### src/rtl/fifo_rd_packer.sv
// Read-side packer for the async FIFO: pops DATASIZE-bit entries and packs LANES of them
// little-endian into one word, with a flush path that emits a partial word and keep mask.
module fifo_rd_packer #(
  parameter int unsigned DATASIZE = 8,
  parameter int unsigned LANES    = 4
) (
  input  logic                      rclk,
  input  logic                      rrst,
  input  logic [DATASIZE-1:0]       rdata,
  input  logic                      rempty,
  output logic                      rinc,
  input  logic                      flush,
  output logic [DATASIZE*LANES-1:0] out_data,
  output logic [LANES-1:0]          out_keep,
  output logic                      out_valid,
  input  logic                      out_ready,
  output logic [15:0]               word_cnt
);

  localparam int unsigned CntW  = $clog2(LANES);
  localparam int unsigned WordW = DATASIZE * LANES;
  localparam logic [CntW-1:0] LastLane = CntW'(LANES - 1);

  logic [WordW-1:0] acc_q, acc_d, acc_wr;
  logic [CntW-1:0]  cnt_q, cnt_d;
  logic             flush_pend_q, flush_pend_d;
  logic [WordW-1:0] data_q, data_d;
  logic [LANES-1:0] keep_q, keep_d;
  logic             valid_q, valid_d;
  logic [15:0]      word_cnt_q, word_cnt_d;
  logic             slot_free;
  logic             accept;

  assign accept    = valid_q & out_ready;
  assign slot_free = !valid_q | out_ready;

  // The last lane may only be popped when the completed word has somewhere to go.
  assign rinc = !rrst & !rempty & !flush_pend_q & ((cnt_q != LastLane) | slot_free);

  always_comb begin
    acc_d        = acc_q;
    cnt_d        = cnt_q;
    flush_pend_d = flush_pend_q;
    data_d       = data_q;
    keep_d       = keep_q;
    valid_d      = valid_q;
    word_cnt_d   = word_cnt_q + 16'(accept);

    acc_wr = acc_q;
    acc_wr[cnt_q*DATASIZE +: DATASIZE] = rdata;

    if (accept) begin
      valid_d = 1'b0;
    end

    if (rinc) begin
      if (cnt_q == LastLane) begin
        data_d  = acc_wr;
        keep_d  = '1;
        valid_d = 1'b1;
        acc_d   = '0;
        cnt_d   = '0;
      end else begin
        acc_d = acc_wr;
        cnt_d = cnt_q + CntW'(1);
      end
    end

    // Popping is blocked while pending, so the flush never races a pop.
    if (flush_pend_q) begin
      if (slot_free) begin
        flush_pend_d = 1'b0;
        if (cnt_q != '0) begin
          data_d  = acc_q;
          keep_d  = LANES'((32'd1 << cnt_q) - 32'd1);
          valid_d = 1'b1;
          acc_d   = '0;
          cnt_d   = '0;
        end
      end
    end else if (flush) begin
      flush_pend_d = 1'b1;
    end
  end

  always_ff @(posedge rclk) begin
    if (rrst) begin
      acc_q        <= '0;
      cnt_q        <= '0;
      flush_pend_q <= 1'b0;
      data_q       <= '0;
      keep_q       <= '0;
      valid_q      <= 1'b0;
      word_cnt_q   <= '0;
    end else begin
      acc_q        <= acc_d;
      cnt_q        <= cnt_d;
      flush_pend_q <= flush_pend_d;
      data_q       <= data_d;
      keep_q       <= keep_d;
      valid_q      <= valid_d;
      word_cnt_q   <= word_cnt_d;
    end
  end

  assign out_data  = data_q;
  assign out_keep  = keep_q;
  assign out_valid = valid_q;
  assign word_cnt  = word_cnt_q;

endmodule

### config.mk
export PLATFORM = sky130hd
export DESIGN_NAME = fifo_rd_packer
export DESIGN_NICKNAME = d
export VERILOG_FILES = /design/src/rtl/fifo_rd_packer.sv
export SDC_FILE = /design/constraint.sdc
export NUM_CORES = 1
export LEC_CHECK = 0
export BUFFER_PORTS_ARGS = -buffer_cell sky130_fd_sc_hd__buf_2
export CAP_MARGIN = 30
export CELL_PAD_IN_SITES_DETAIL_PLACEMENT = 1
export CELL_PAD_IN_SITES_GLOBAL_PLACEMENT = 1
export CORE_ASPECT_RATIO = 1.2
export CORE_MARGIN = 1.5
export CORE_UTILIZATION = 45
export DETAILED_ROUTE_END_ITERATION = 12
export GPL_TIMING_DRIVEN = 0
export PLACE_DENSITY = 0.88
export SLEW_MARGIN = 25
export SYNTH_ARGS = -nofsm -noshare
export SYNTH_HDL_FRONTEND = slang
export SYNTH_SLANG_ARGS = --single-unit
### constraint.sdc
create_clock -name rclk -period 4.3 [get_ports rclk]
set_clock_uncertainty 0.15 [all_clocks]
set_input_delay 0.43 -clock rclk [delete_from_list [all_inputs] [get_ports rclk]]
set_output_delay 0.43 -clock rclk [all_outputs]
set_load 0.05 [all_outputs]
# After elaboration in Yosys (flattened, before gate mapping)
# Index checks and enable logic that the tools add are counted.
classes:
  eq_ne: 2
  add_sub_neg: 4
  n_reduce_logical: 5
  n_shift: 3
  n_bitwise: 6
  muxes: 30
op_table:
  columns: ["op", "n"]
  rows:
  - ["32-bit two-way mux", 10]
  - ["5-bit negation with 34-bit output", 1]
  - ["8-bit by 34-bit variable shift with 32-bit output (first input constant)", 1]
  - ["8-bit by 34-bit variable part select with 32-bit output", 1]
  - ["32-bit bitwise mux", 1]
  - ["4-bit two-way mux", 5]
  - ["16-bit by 1-bit adder with 16-bit output", 1]
  - ["2-bit two-way mux", 5]
  - ["1-bit two-way mux", 9]
  - ["1-bit bitwise AND", 4]
  - ["1-bit logical NOT", 4]
  - ["1-bit by 2-bit left shift with 4-bit output (first input constant)", 1]
  - ["4-bit by 1-bit subtractor with 4-bit output (second input constant)", 1]
  - ["2-bit by 1-bit adder with 2-bit output (second input constant)", 1]
  - ["2-bit equality test (second input constant)", 1]
  - ["2-bit inequality test (second input constant)", 1]
  - ["1-bit bitwise OR", 2]
  - ["2-bit nonzero test", 1]
word_totals:
  regBits: 88
  out_inout_bits: 54
  inputBits: 13

# Depth between registers and ports, before layout
# Gate-level depths: netlist of the first run.
logic_depth:
  ltp_word: 8
  depth_mapped: 8
  ltp_nobuf: 7

# Worst setup path before layout of the first run
# OpenSTA, ideal clock, no wires.
synth_timing:
  path_kind: "reg2reg"
  start: "reg cnt_q[0]"
  end: "reg acc_q[16]"
  synth_period_minus_slack_ns: 2.342
  arrival_time_ns: 2.132
  required_time_ns: 4.090
  path_stages_with_launch: 8
  path_buffers: 1
  slack_ns: 1.958
  cell_sequence: "dfxtp_1 > inv_1 > ha_1 > clkbuf_1 > nor4b_2 > nand2_1 > nor2_1 > a22o_1"
synth_between:
  elab_chain_cells: 8
  word_cells_on_any_way: 14
synth_lines:
  columns: ["item", "line_no", "rtl"]
  rows:
  - ["start: declaration", "25", "logic [CntW-1:0] cnt_q, cnt_d;"]
  - ["start signal: assignment", "97", "cnt_q <= cnt_d;"]
  - ["5-bit negation with 34-bit output", "50", "acc_wr[cnt_q*DATASIZE +: DATASIZE] = rdata;"]
  - ["8-bit by 34-bit variable part select with 32-bit output / 8-bit by 34-bit variable shift with 32-bit output (equally long branches)", "50", null]
  - ["32-bit bitwise mux", "50", null]
  - ["32-bit two-way mux", "57", "if (cnt_q == LastLane) begin"]
  - ["32-bit two-way mux", "56", "if (rinc) begin"]
  - ["32-bit two-way mux", "73", "if (cnt_q != '0) begin"]
  - ["32-bit two-way mux", "71", "if (slot_free) begin"]
  - ["32-bit two-way mux *", "70", "if (flush_pend_q) begin"]
  - ["end signal: assignment", "88", "acc_q <= '0;"]
  - ["end signal: assignment", "96", "acc_q <= acc_d;"]
  - ["end: declaration", "24", "logic [WordW-1:0] acc_q, acc_d, acc_wr;"]
# Mark *: on every way between the ends. The rest lies on a longest branch, timed or not.
# A chain may end at the register's enable or synchronous reset.

# Worst setup path in the final report of the first run
layout_timing:
  start: "reg cnt_q[0]"
  end: "reg acc_q[19]"
# Same word-level chain as after synthesis.

==> results.cfg, run 1 <==
[power]
worst_ir_drop_vdd_mv = 0.175
leakagePower_nw = 1.67
power_density_nw_per_um2 = 344

[clock_network]
cts_resized = 0
clk_pin_slew_ps = 90
cts.sinks = 88
cts_tree = built
htreeDepth = 3
postCtsHoldBufs = 0
postCtsSetupBuffers = 0
cts_root_buffer = clkbuf_8
clk_latency_ps = 370
cts_buffers = 9
clockBufferDepth = 2

[yosys]
ys_seq_area_share_pct = 46.0
synth.most_common_cell = dfxtp_1
netlist_area_um2 = 3830
synth_edf_count = 0
ys_top_cells_by_area = dfxtp_1, nand2_1, a21oi_1
async_reset_ff_share_pct = 0
synth_common_cells = dfxtp_1, nand2_1, a21oi_1
synth_ff_type = dfxtp_1
yosysTopAreaCell = dfxtp_1
synthCells = 428
yosys_warnings = 0
synthDominantCellAreaShare_pct = 46.0
avgSynthCellArea_um2 = 8.95
synth_seq_cells = 88
synth_cell_types = 45
syn-num-nets = 449

[job]
max_cap_violations = 0

[floorplanning]
die_y_um = 104
core-area_um2 = 8200
die_width_um = 87.2
dieArea_um2 = 9080
rows = 36
initial_core_util_pct = 46.7
io_pins = 67

[layout]
final_core_util_pct = 54.7
final_cells = 622
antennaDiodeCount = 0
layout-drive-gt1-share_pct = 17.1
regArea_um2 = 1760
fill_cells = 1031
layout.nets = 525
multi_input_area_um2 = 1910
syn_to_final_growth_pct = 17.1
final_area_um2 = 4490

[min_path]
hp-class = input port to flop

[routing]
viasPerCell = 5.94
num_vias = 3692
drtPass1Iterations = 4
drtAntennaViolNets = 0
drt_iter0_drc = 170
avgRoutedWirePerCell_um = 19.5
drc = 0
postRouteWirelength_um = 12100

[setup_path]
crit_slowest_cell = nor4b_2
worstSetupPathType = flop to flop
critPathMaxFanout = 10
cp_slowest_stage_delay_ps = 830
crit_buf_inv = 2
arrival_ps = 3200
crit_chain = inv_1 > ha_1 > clkbuf_1 > nor4b_2 > nand2_1 > nor2_1 > a22o_1
endpoint_kind = flop
cp_data_required_time_ps = 4460
start_kind = flop
crit_family = simple AND/OR/NAND/NOR gates

[timing]
relSlewSlack_pct = 43.3
hold_viol_final = 0
fmax_mhz = 329
period_minus_slack_ps = 3040
hold_ws_ps = 103
tightest_slew_ps = 848
slew_viol_final = 0
setup_viol = 0
rsz0062_at_grt = false
tns_ps = 0
period_share_pct = 70.7

[placement]
dp_cells = 607
gp_congestion = 0.854
portBuffers = 65
placed_cell_area_um2 = 4300
dp_hpwl_um = 8580

[global_routing]
grt_pass1_vias = 3745
antenna_found_initial = 0
grt_overflow = 0
grt_max_degree = 14
grt_usage_pct = 27.5
grt_pass1_wl_um = 19200

[outcome]
outcome = complete, no violations
==> metal layers <==
layer	track usage [%]	routed length [um]	vias up
met1	31.7	4730	1823
met2	48.0	6390	118
li1	-	-	1721
met5	0	0	-
met4	13.3	346	0
met3	5.32	647	30
==> sequential cells by signal (all words and copies together), names as in the netlist <==
name          count
acc_q            32
out_data         32
word_cnt         16
out_keep          4
cnt_q             2
flush_pend_q      1
out_valid         1
==> layout make-up <==
class                      instances  area share, %
sequential                        88           39.3
tap                              114           3.18
buffer                            29           2.79
timing repair buffer              65           7.25
clock buffer                      12           3.23
inverter                           8          0.669
clock inverter                     3          0.948
multi-input combinational        303           42.7
==> cell usage in the layout, fill, tap and decap left out, types with 4 or more instances in the layout <==
cell type	synthesis	layout
a21oi_1	28	28
a221o_1	11	11
a22o_1	15	15
a22oi_1	4	4
a31oi_1	12	12
buf_2	1	66
clkbuf_1	23	25
clkbuf_8	0	10
dfxtp_1	88	88
ha_1	8	8
inv_1	7	7
nand2_1	42	42
nand2b_1	10	10
nand3_1	17	17
nand4_1	16	16
nor2_1	21	21
nor2b_1	21	21
nor3_1	6	6
nor3b_1	9	9
nor4_1	5	5
o211ai_1	4	4
o21ai_0	21	21
o221ai_1	8	8
o22ai_1	9	9
xnor2_1	10	10
==> worst paths after layout <==
path	to	slack, ps	cells after the start	from
worst max-delay path	acc_q[19]	1260	7	cnt_q[0]
worst max register to register	acc_q[19]	1260	7	cnt_q[0]
worst min register to register	out_keep[3]	320	2	out_keep[3]
worst min-delay path	word_cnt[0]	100	2	rrst
==> report_power, final <==
part	switching, mW	internal [mW]	leakage [nW]
registers	0.00877	0.824	0.710
logic	0.0926	0.0384	0.867
clock network	0.297	0.281	0.0925
==> cells by family after synthesis <==
family	count (synthesis)	share of synthesized area [%]
adders and majority gates	8	2.61
and+or+nand+nor	161	22.8
buffers and inverters	37	4.05
xor gates and xnor gates	12	2.74
muxes	3	0.784
DFF	88	46.0
AOI/OAI and AO/OA	119	21.1
==> per-stage QoR <==
stage	total power, mW	setup slack [ps]
detailed placement	0.981	1330
global placement	0.975	1410
floorplan	0.932	1960
global route	1.59	982
finish	1.54	1260
CTS	1.54	1280
==> worst register-to-register path: cells and delay by family (launching register included) <==
family                   cells  cell delay (ps)
buffers and inverters        2              430
adder cells (fa/ha/maj)      1              270
AO/OA/AOI/OAI                1              240
flip-flops                   1              510
AND/OR/NAND/NOR              3             1380
Power figures use the tool's default switching activity.
==> run 2: changes to the inputs <==
CORE_UTILIZATION = 38   (was 45)
PLACE_DENSITY = 0.8   (was 0.88)
clock period = 2.46 ns   (was 4.3 ns; I/O delays follow)
==> results.cfg, run 2 (same netlist as run 1, synthesis figures left out) <==
[outcome]
outcome = complete, no violations

[clock_network]
clockBufferDepth = 2
htreeDepth = 3
clk_latency_ps = 350
cts_buffers = 9
cts_root_buffer = clkbuf_16
cts.sinks = 88
cts_tree = built
clk_pin_slew_ps = 60

[global_routing]
grt_max_degree = 15
grtUsageMet3_pct = 5.04
grt_usage_pct = 23.3
grt_pass1_wl_um = 19200
met2_usage_pct = 40.0
grt.met1_usage_pct = 28.6
antenna_found_initial = 0
grt-busiest-layer = met2
grt_pass1_vias = 3724
grt_overflow = 0

[setup_path]
cp_data_required_time_ps = 2540
crit_family = compound AO/OA/AOI/OAI gates
crit_buf_inv = 2
crit_slowest_cell = dfxtp_2
r2r_slack_ps = 100
crit_chain = inv_1 > ha_1 > nand2b_2 > o221a_2 > clkbuf_2 > o21bai_1 > a22o_1
start_kind = flop
arrival_ps = 2440
cp_slowest_stage_delay_ps = 440
worstSetupPathType = flop to flop
endpoint_kind = flop
critPathMaxFanout = 10

[placement]
dp_hpwl_um = 8620
portBuffers = 65
placed_cell_area_um2 = 4310
place_ws_ps = -610
dp_cells = 616
gp_congestion = 0.779

[timing]
slew_viol_final = 0
setup_viol = 0
rsz0062_at_grt = false
hold_viol_final = 0
relSlewSlack_pct = 57.0
period_share_pct = 96.0
tightest_slew_ps = 644
final.setup.worst_slack_ps = 97.9
fmax_mhz = 423
period_minus_slack_ps = 2360

[routing]
drtPass1Iterations = 4
drtAntennaViolNets = 0
num_vias = 3617
drc = 0
viasPerCell = 5.69
drt_iter0_drc = 142
avgRoutedWirePerCell_um = 18.7
postRouteWirelength_um = 11900

[layout]
final_core_util_pct = 48.7
layout.nets = 529
final_cells = 636
final_area_um2 = 4700
multi_input_area_um2 = 1960
fill_cells = 1152
antennaDiodeCount = 0
mostFrequentLayoutCell = dfxtp_1
regArea_um2 = 1760
final_cell_mix = dfxtp_1, buf_2, nand2_1, a21oi_1, o21ai_0
syn_to_final_growth_pct = 22.8
layout-drive-gt1-share_pct = 20.7

[power]
switching_share_pct = 24.4
power_switching_uw = 755
power_density_nw_per_um2 = 658
leakagePower_nw = 1.77
clockPowerShare_pct = 44.9
combPwrFrac_pct = 8.0
power_mw = 3.10
power_frac_seq_pct = 47.1
p_int_mw = 2.34
worst_ir_drop_vdd_mv = 0.323

[floorplanning]
initial_core_util_pct = 39.7
die_width_um = 94.7
rows = 39
io_pins = 67
die_y_um = 113
dieArea_um2 = 10700
core-area_um2 = 9660

[min_path]
hp-class = input port to flop

[job]
max_cap_violations = 0
## run 2: changes by cell type in the layout (fill, tap and decap cells not counted), sizes merged
| cell | delta |
|---|---|
| dlygate4sd3 | +2 |
| buf | +2 |
| clkinvlp | +1 |
## run 2: power by group through the flow
stage	clock network (mW)	logic, mW	registers [mW]
final	1.39	0.249	1.46
after detailed placement	0	0.225	1.49
after global routing	1.48	0.268	1.46
after global placement	0	0.218	1.49
after CTS	1.41	0.239	1.46
after floorplan	0	0.134	1.49
## run 2: final cells by class
class | instances | area share (%)
Buffer | 29 | 3.01
Clock buffer | 12 | 5.24
Clock inverter | 4 | 1.14
Inverter | 8 | 0.638
Multi-Input combinational cell | 303 | 41.6
Sequential cell | 88 | 37.5
Tap cell | 123 | 3.27
Timing Repair Buffer | 69 | 7.66
## run 2: final timing paths
check | from | end | cells past startpoint
setup / recovery | cnt_q[0] | acc_q[10] | 7
hold / removal | rdata[3] | acc_q[19] | 2
hold reg to reg | out_keep[2] | out_keep[2] | 2
setup reg to reg | cnt_q[0] | acc_q[10] | 7
## run 2: repair_timing
item,in CTS,in global routing
buffers inserted,1,1
pin swaps,1,0
resized for setup,9,19
cloned,0,0
hold endpoints to repair,2,0
hold buffers,2,0
setup endpoints to repair,63,63
## run 2: layer usage
metal | vias to the layer above | part of all wire (%)
met5 | - | 0
met4 | 0 | 2.0
met1 | 1790 | 43
li1 | 1734 | -
met3 | 19 | 3.3
met2 | 74 | 51
## run 2: per-stage QoR
step / hold WS [ps] / TNS [ps]
6_report: 93.4 / 0
5_1_grt: 96.9 / 0
4_1_cts: 90.2 / 0
3_5_place_dp: 298 / -12490
3_3_place_gp: 287 / -8420
2_1_floorplan: 229 / 0
==> run 3: changes to the inputs <==
--- a/config.mk
+++ b/config.mk
@@ -16,4 +16,5 @@
 export GPL_TIMING_DRIVEN = 0
 export PLACE_DENSITY = 0.8
+export REMOVE_ABC_BUFFERS = 1
 export SLEW_MARGIN = 25
 export SYNTH_ARGS = -nofsm -noshare
==> constraint.sdc (replaced) <==
create_clock -name rclk -period 2.46 [get_ports rclk]
set_clock_uncertainty 0.15 [all_clocks]
set_input_delay 0.369 -clock rclk [delete_from_list [all_inputs] [get_ports rclk]]
set_output_delay 0.369 -clock rclk [all_outputs]
set_load 0.05 [all_outputs]
==> results.cfg, run 3 (same netlist as run 1, synthesis figures left out) <==
[timing]
tightest_slew_ps = 620
rsz0062_at_grt = false
hold_viol_final = 0
slew_viol_final = 0
final.setup.worst_slack_ps = 94.0
period_share_pct = 96.2
setup_viol = 0
period_minus_slack_ps = 2370
relSlewSlack_pct = 58.7
fmax_mhz = 423
tns_ps = 0

[global_routing]
grt_pass1_vias = 3715
grt_usage_pct = 22.9
grt_overflow = 0
grt_max_degree = 36
antenna_found_initial = 0
grt_pass1_wl_um = 18800

[power]
power_frac_seq_pct = 47.0
leakagePower_nw = 1.76
p_int_mw = 2.37
worst_ir_drop_vdd_mv = 0.326
combPwrFrac_pct = 8.1
clockPowerShare_pct = 45.0
switching_share_pct = 23.8
power_mw = 3.11
power_switching_uw = 741
power_density_nw_per_um2 = 667

[floorplanning]
core-area_um2 = 9660
rows = 39
dieArea_um2 = 10700
initial_core_util_pct = 39.7
die_y_um = 113
io_pins = 67
die_width_um = 94.7

[outcome]
outcome = complete, no violations

[layout]
final_cells = 613
layout-drive-gt1-share_pct = 22.0
syn_to_final_growth_pct = 21.7
mostFrequentLayoutCell = dfxtp_1
antennaDiodeCount = 0
final_cell_mix = dfxtp_1, buf_2, nand2_1, a21oi_1, o21ai_0
layout.nets = 506
final_core_util_pct = 48.2

[clock_network]
cts_root_buffer = clkbuf_16
cts_buffers = 9
cts.sinks = 88
clockBufferDepth = 2
clk_pin_slew_ps = 60
clk_latency_ps = 350
cts_tree = built
htreeDepth = 3

[placement]
dp_hpwl_um = 7280
place_ws_ps = -847
portBuffers = 66
gp_congestion = 0.784
dp_cells = 591

[setup_path]
cp_slowest_stage_delay_ps = 380
crit_chain = ha_1 > and3b_1 > nor2_1 > buf_2
crit_family = simple AND/OR/NAND/NOR gates
worstSetupPathType = flop to primary output
cp_data_required_time_ps = 1940
worst_r2r_endpoint = out_data[18]
start_kind = flop
crit_slowest_cell = dfxtp_2
critPathMaxFanout = 8
rr_startpoint = cnt_q[0]
r2r_slack_ps = 100
worstRegToRegCells = 6
arrival_ps = 1850
endpoint_kind = primary output
crit_buf_inv = 1

[routing]
drtPass1Iterations = 4
drtAntennaViolNets = 0
postRouteWirelength_um = 11700
avgRoutedWirePerCell_um = 19.0
viasPerCell = 5.79
drc = 0
drt_iter0_drc = 178
num_vias = 3547

[job]
max_cap_violations = 0

[min_path]
whs_path_depth = 3
hp-class = input port to flop
min_to = flush_pend_q
hold_start = flush
## run 3: tightest hold or removal path: stages
cell and delay [ps]:
buf_2 80, mux2i_1 60, nor2_1 70
## run 3: layer usage
layer	vias to the layer above	global-route usage, %	share of wire (%)
li1	1682	-	-
met1	1757	26.9	41
met2	90	40.7	52
met3	18	4.17	4.8
met4	0	8.86	2.1
met5	-	0	0
## run 3: how the worst max path moves through the flow
| stage | start | end | slack (ps) | depth (start not counted) |
|---|---|---|---|---|
| after floorplan | out_valid | out_data[16] | -600 | 4 |
| after detailed placement | cnt_q[0] | out_data[18] | -850 | 6 |
| after global placement | out_ready | out_data[21] | -1310 | 5 |
| after CTS | cnt_q[0] | acc_q[17] | -0.7 | 6 |
| after global routing | cnt_q[0] | out_data[17] | 8 | 6 |
| final | cnt_q[0] | rinc | 90 | 4 |
## run 3: power by group through the flow
stage	clock network, mW	logic (mW)	registers, mW
floorplan	0	0.118	1.49
global placement	0	0.204	1.49
detailed placement	0	0.213	1.49
CTS	1.42	0.232	1.46
global route	1.48	0.270	1.46
finish	1.40	0.250	1.46
## run 3: what timing repair did
item / CTS / global route
pin swaps: 2 / 2
setup endpoints to repair: 65 / 37
gates cloned: 2 / 1
hold buffers: 0 / 0
hold endpoints to repair: 0 / 0
gates resized for setup: 10 / 8
setup buffers: 0 / 3
## run 3: through the flow
step	hold WS, ps	area [um^2]
6_report	133	4660
5_1_grt	151	4660
3_3_place_gp	289	4190
4_1_cts	113	4600
3_5_place_dp	309	4230
2_1_floorplan	281	3710
## run 3: cell type report
cell class,count,area [um^2]
Fill cell,1156,5000
Multi-Input combinational cell,305,2020
Sequential cell,88,1760
Timing Repair Buffer,72,379
Clock buffer,13,260
Tap cell,123,154
Clock inverter,3,40.0
Inverter,8,37.5
Timing Repair inverter,1,5.00
